## src/rtl/freq_meas_ctrl.sv

```systemverilog
// Auto-ranging gate scheduler for the frequency meter: clears and gates an external
// edge counter, steps the range until the count sits in the hysteresis band, publishes Hz.
module freq_meas_ctrl #(
    parameter int unsigned GATE0  = 1000,
    parameter int unsigned HI_TH  = 100000,
    parameter int unsigned LO_TH  = 9000,
    parameter int unsigned SETTLE = 2
) (
    input  logic        clk_1k,
    input  logic        Rst_n,
    input  logic        start,
    input  logic [23:0] cnt_val,
    output logic        gate,
    output logic        cnt_clr,
    output logic [1:0]  range,
    output logic [23:0] result,
    output logic        over,
    output logic        valid,
    output logic        busy
);

    typedef enum logic [2:0] {
        S_IDLE,
        S_CLEAR,
        S_GATE,
        S_SETTLE,
        S_EVAL
    } state_t;

    state_t      state, state_nxt;
    logic [15:0] tmr;
    logic [15:0] gate_len;
    logic        last_gate;
    logic        last_settle;
    logic [30:0] mult;
    logic [30:0] prod;
    logic        step_up;
    logic        step_dn;

    always_comb begin
        case (range)
            2'd0:    begin gate_len = 16'(GATE0);       mult = 31'd1;   end
            2'd1:    begin gate_len = 16'(GATE0 / 10);  mult = 31'd10;  end
            default: begin gate_len = 16'(GATE0 / 100); mult = 31'd100; end
        endcase
    end

    assign last_gate   = (tmr == gate_len - 16'd1);
    assign last_settle = (tmr == 16'(SETTLE - 1));
    // 24 x 7 bits fits in 31 bits, so the saturation test below sees the true product.
    assign prod        = {7'd0, cnt_val} * mult;
    assign step_up     = (cnt_val >= 24'(HI_TH)) && (range != 2'd2);
    assign step_dn     = (cnt_val <  24'(LO_TH)) && (range != 2'd0);

    always_ff @(posedge clk_1k or negedge Rst_n) begin
        // NOTE: non-blocking assignments keep every register update on the same edge
        // independent of statement order.
        if (!Rst_n) state <= S_IDLE;
        else        state <= state_nxt;
    end

    always_comb begin
        state_nxt = state;
        gate      = 1'b0;
        cnt_clr   = 1'b0;
        busy      = 1'b1;
        case (state)
            S_IDLE: begin
                busy = 1'b0;
                if (start) state_nxt = S_CLEAR;
            end
            S_CLEAR: begin
                cnt_clr   = 1'b1;
                state_nxt = start ? S_GATE : S_IDLE;
            end
            S_GATE: begin
                gate = 1'b1;
                if (!start)         state_nxt = S_IDLE;
                else if (last_gate) state_nxt = S_SETTLE;
            end
            S_SETTLE: begin
                if (!start)           state_nxt = S_IDLE;
                else if (last_settle) state_nxt = S_EVAL;
            end
            S_EVAL:  state_nxt = start ? S_CLEAR : S_IDLE;
            default: state_nxt = S_IDLE;
        endcase
    end

    // Window timer restarts on every state change and only runs while timing a window.
    always_ff @(posedge clk_1k or negedge Rst_n) begin
        if (!Rst_n)                                     tmr <= '0;
        else if (state_nxt != state)                    tmr <= '0;
        else if (state == S_GATE || state == S_SETTLE)  tmr <= tmr + 16'd1;
    end

    always_ff @(posedge clk_1k or negedge Rst_n) begin
        if (!Rst_n) begin
            range  <= 2'd0;
            result <= '0;
            over   <= 1'b0;
            valid  <= 1'b0;
        end else begin
            valid <= 1'b0;
            if (state == S_EVAL) begin
                if (step_up) begin
                    range <= range + 2'd1;
                end else if (step_dn) begin
                    range <= range - 2'd1;
                end else begin
                    valid <= 1'b1;
                    if (prod > 31'h00FF_FFFF) begin
                        result <= 24'hFF_FFFF;
                        over   <= 1'b1;
                    end else begin
                        result <= prod[23:0];
                        over   <= 1'b0;
                    end
                end
            end
        end
    end

endmodule

```

## config.mk

```make
export PLATFORM = sky130hd
export DESIGN_NAME = freq_meas_ctrl
export DESIGN_NICKNAME = d
export VERILOG_FILES = /design/src/rtl/freq_meas_ctrl.sv
export SDC_FILE = /design/constraint.sdc
export NUM_CORES = 1
export LEC_CHECK = 0
export ABC_AREA = 1
export BUFFER_PORTS_ARGS = -buffer_cell sky130_fd_sc_hd__buf_2
export CORE_UTILIZATION = 47
export DETAILED_ROUTE_END_ITERATION = 8
export GPL_TIMING_DRIVEN = 0
export PLACE_DENSITY = 0.63
export RECOVER_POWER = 100
export REMOVE_ABC_BUFFERS = 1
export SKIP_CTS_REPAIR_TIMING = 1
export SKIP_LAST_GASP = 1
export SLEW_MARGIN = 20
export SYNTH_ARGS = -nofsm -noshare
export SYNTH_HDL_FRONTEND = slang
export SYNTH_SLANG_ARGS = --single-unit
```

## constraint.sdc

```tcl
create_clock -name clk_1k -period 7 [get_ports clk_1k]
set_input_delay 0.7 -clock clk_1k [delete_from_list [all_inputs] [get_ports clk_1k]]
set_output_delay 0.7 -clock clk_1k [all_outputs]
set_load 0.01 [all_outputs]
```

# Yosys cells after proc, flatten, opt, wreduce, memory -nomap -nowiden
# Index checks and enable logic that the tools add are counted.
# Widths: inputs -> output; s select.
# op_classes
add_sub_neg	4
multipliers	1
order_cmp	3
n_eq_ne	9
mux	22
n_bitwise	2
reduce_logical	10
# ops
cell	n
$mux 16	2
$gt 31x24->1 const B	1
$mul 24x31->31	1
$ge 24x17->1 const B	1
$lt 24x14->1 const B	1
$mux 24	1
$pmux 10 s2	1
$add 16x1->16 const B	1
$eq 16x1->1 const B	1
$eq 16x16->1	1
$sub 16x1->16 const B	1
$mux 3	5
$pmux 3 s5	1
$pmux 7 s2	1
$mux 1	8
$eq 3x2->1 const B	2
$mux 2	3
$reduce_bool 2->1	3
$eq 3x1->1 const B	1
$eq 3x3->1 const B	1
$logic_not 3->1	1
$ne 3x3->1	1
$reduce_and 3->1	1
$add 2x1->2 const B	1
8 further kinds	10
# word_totals
register_bits	47
out_inout_bits	31

# Depth between registers and ports, before layout
# depth
word_depth	9
ltp_mapped	37
depth_no_buf	31

# Worst setup path after synthesis
# OpenSTA, ideal clock, no wires.
# synth_path
path_kind	reg-to-reg
start	register range[0]
end	register result[10]
setup_ns	0.116
arrival_ns	6.087
slack_ns	0.797
path_stages_with_launch	34
path_buffers	6
synth_period_minus_slack_ns	6.203
path_cell_list	dfrtp_1 > inv_1 > ha_1 > clkbuf_1 > clkbuf_1 > inv_1 > ha_1 > clkbuf_1 > clkbuf_1 > buf_1 > nand2_1 > fa_1 > inv_1 > fa_1 > fa_1 > inv_1 > fa_1 > inv_1 > ha_1 > nand2_1 > inv_1 > nand2_1 > nand3_1 > nand2_1 > nand2_1 > a21oi_1 > nand2_1 > nand2_1 > nand2_2 > nor2_8 > buf_6 > nand3_1 > nand2_1 > nand2_1
# synth_via
elab_chain_len	5
word_cells_on_any_way	13
cone_classes	mul: 1; order compare: 1; eq/ne: 2; mux: 2; bitwise: 2; reduce/logical: 5
# synth_rtl
element	line_no	rtl
start, declared	15	output logic [1:0] range,
start signal, assigned	107	range <= range + 2'd1;
start signal, assigned	109	range <= range - 2'd1;
$eq 2x1->1 / $logic_not 2->1 (equally long branches)	41	case (range)
$pmux 7 s2	41	
$mul 24x31->31	51	assign prod = {7'd0, cnt_val} * mult;
$gt 31x24->1	112	if (prod > 31'h00FF_FFFF) begin
$mux 24	112	
end signal, assigned	116	result <= prod[23:0];
end, declared	16	output logic [23:0] result,
# Parallel ways exist; a longest one is shown, timed or not.
# A chain may end at the register's enable or synchronous reset.

# Worst setup path after layout
# layout_path
start	register range[1]
end	register result[4]
# Same word-level chain as after synthesis.

==> flow_metrics.tcl <==
set metrics [dict create \
    period_minus_slack_ps 6170 \
    path_class "flip-flop to flip-flop" \
    ys_seq_area_frac 0.141 \
    crit_path_start "range[1]" \
    synth.top_cell.area_share 0.178 \
    r2r_start "range[1]" \
    setup_viol 0 \
    synth.avg_cell_area_sq_um 6.79 \
    cts_max_level 2 \
    drtIter0Drc 281 \
    ctsLongestPathBuffers 2 \
    yosysUniqueCellTypes 45 \
    detail_route.first_pass.iterations 5 \
    p_leak_nw 5.26 \
    area_growth_pct 5.39 \
    p_per_area_mw_per_mm2 180 \
    power_frac_clock 0.157 \
    overflow 0 \
    start_util 0.481 \
    finish.utilization 0.507 \
    rows 48 \
    tritoncts "yes" \
    grt_pass1_vias 7343 \
    min_path_type "flip-flop to flip-flop" \
    cts-buffers-inserted 5 \
    hold_viol 0 \
    slew_viol_final 74 \
    critPathBufInv 4 \
    max_freq_ghz 0.162 \
    ios 58 \
    violations "capacitance limit, slew limit" \
    placed_cells 1481 \
    clkTransAtPathRegs_ps 70 \
    p_int_mw 0.789 \
    die_y_microns 135 \
    grt_pass1_wl_microns 33600 \
    switchingPower_mw 0.787 \
    avgRoutedWirePerCell_microns 12.6 \
    cp_slowest_cell "ha_1" \
    setup_ws_ps 829 \
    synth.largest_area_cell "fa_1" \
    via_per_inst 4.85 \
    cp-start-kind "flip-flop" \
    crit_chain "inv_1, ha_1, nand2_1, xor2_1, ha_1, fa_1, fa_1, inv_1, fa_1, inv_1, ha_1, nand2_1, inv_1, a21oi_1, nand3_2, nand3_1, nand2_1, nand2_1, nand3_1, nor2_4, nand3_1, nand2_1, nand2_1" \
    antenna_left 0 \
    synth_ff_type "dfrtp_1" \
    ys_warn_count 0 \
    status "finished with violations" \
    vdd_ir_drop_max_v 0.000120 \
    synth.most_common_cell "nand2_1" \
    synth_commonest_cells "377 x nand2_1, 289 x inv_1, 80 x nor2_1" \
    antenna_found_initial 0 \
    pre_cts_ws_ps -5.23 \
    crit_top_cell "nand2_1" \
    clock_skew_ps 5.78 \
    drv_cap 2 \
    nNetsFinal 1442 \
    die_w_microns 135 \
    synth_area_leaders "fa_1 18%, nand2_1 17%, dfrtp_1 14%, inv_1 13%, ha_1 12%" \
    cp.arrival_ps 6350 \
    synth_edf_count 0 \
    cts_sinks 47 \
    drc_errors 0 \
    instances_no_fill 1489 \
    grtUsageTotal 0.228 \
    hp-start "over" \
    synth_cells 1224 \
    critPathMaxFanout 25 \
    syn_area_sq_mm 0.00832 \
    max_slew.worst_pin.slew_ps 2610 \
    core_area_sq_mm 0.0173 \
    swShare 0.499 \
    required_ps 7180 \
    vias 7217 \
    antenna_cells 0 \
    slew-limit-headroom -0.743 \
    drive_above_1_share 0.0554 \
    clk_latency_ps 290 \
    rsz0062_at_grt "false" \
    combPwrFrac 0.622 \
    seq_power_share 0.222 \
    hpwlAfterDp_microns 15800 \
    grt_max_degree 48 \
    slowest_delay_ps 840 \
    port_buffers 57 \
    wirelength_microns 18700 \
    die_area_sq_mm 0.0182 \
    fin_tns_setup_ps 0 \
    crit_family "adder cells" \
    root_buffer "clkbuf_16" \
    fin_crit_sh 0.882 \
    cp-end-kind "flip-flop" \
    fin_hold_ws_ps 482 \
    fillers 1846 \
    synth_seq_cells 47 \
    async_flop_share 1.00 \
    gp_congestion 0.916 \
]
cell usage in the layout (no fill, tap or decap), types with 21 or more instances in the layout:
cell type    n
a21oi_1     21
buf_2       26
clkbuf_1    31
dfrtp_1     47
fa_1        74
ha_1        76
inv_1      291
nand2_1    377
nand3_1     54
nand4_1     35
nor2_1      83
xor2_1      34
state kept, by name (all words and copies together), names as in the netlist:
register and cells:
result 24, tmr 16, state 3, range 2, over 1, valid 1
final cells by class:
cell class,count,area [sq um],share of cell area
inverter,292,1100,0.125
timing repair buffer,57,246,0.0281
multi-input combinational,860,5810,0.663
sequential,47,1180,0.134
clock inverter,3,23.8,0.00271
clock buffer,5,125,0.0143
tap,225,282,0.0321
path summary, 6_finish.rpt:
path	end	slack (ps)	depth (start not counted)
worst max-delay path	result[4]	830	23
worst min-delay path	over	480	2
worst min register to register	over	480	2
min in group asynchronous	state[1]	1210	1
worst max register to register	result[4]	830	23
max in group asynchronous	result[0]	4290	1
per-stage QoR:
step	instance area (sq um)	total power [mW]
after floorplan	8140	1.10
after global placement	8700	1.36
after detailed placement	8700	1.37
after CTS	8850	1.62
after global routing	8760	1.76
final	8760	1.58
power by group through the flow:
stage / Sequential [mW] / Combinational [mW] / Clock [mW]
6_report: 0.349 / 0.981 / 0.247
5_1_grt: 0.355 / 1.14 / 0.262
3_3_place_gp: 0.354 / 1.01 / 0
2_1_floorplan: 0.370 / 0.727 / 0
4_1_cts: 0.349 / 1.02 / 0.250
3_5_place_dp: 0.354 / 1.02 / 0
cells by family after synthesis:
family / count (synthesis) / share of synthesized area
xor+xnor: 49 / 0.0516
fa+ha+maj: 152 / 0.296
simple gates: 606 / 0.320
compound gates: 53 / 0.0385
flops: 47 / 0.141
buf+inv: 317 / 0.153
worst register-to-register path, delay by kind of cell (launching register included):
kind,cells,cell delay (ps)
AOI/OAI and AO/OA,1,170
xor gates and xnor gates,1,230
adders and majority gates,6,3090
buffers and inverters,4,310
DFF,1,400
and+or+nand+nor,11,1830
per-layer routing:
metal / up-vias / global-route usage / part of all wire / wire length, microns
met5: - / 0 / 0 / 0
met4: 0 / 0.0468 / 0.015 / 281
met3: 24 / 0.0188 / 0.025 / 459
met2: 98 / 0.432 / 0.52 / 9750
met1: 3344 / 0.281 / 0.44 / 8220
li1: 3751 / - / - / -
No activity file was read; power rests on OpenSTA's default activity.
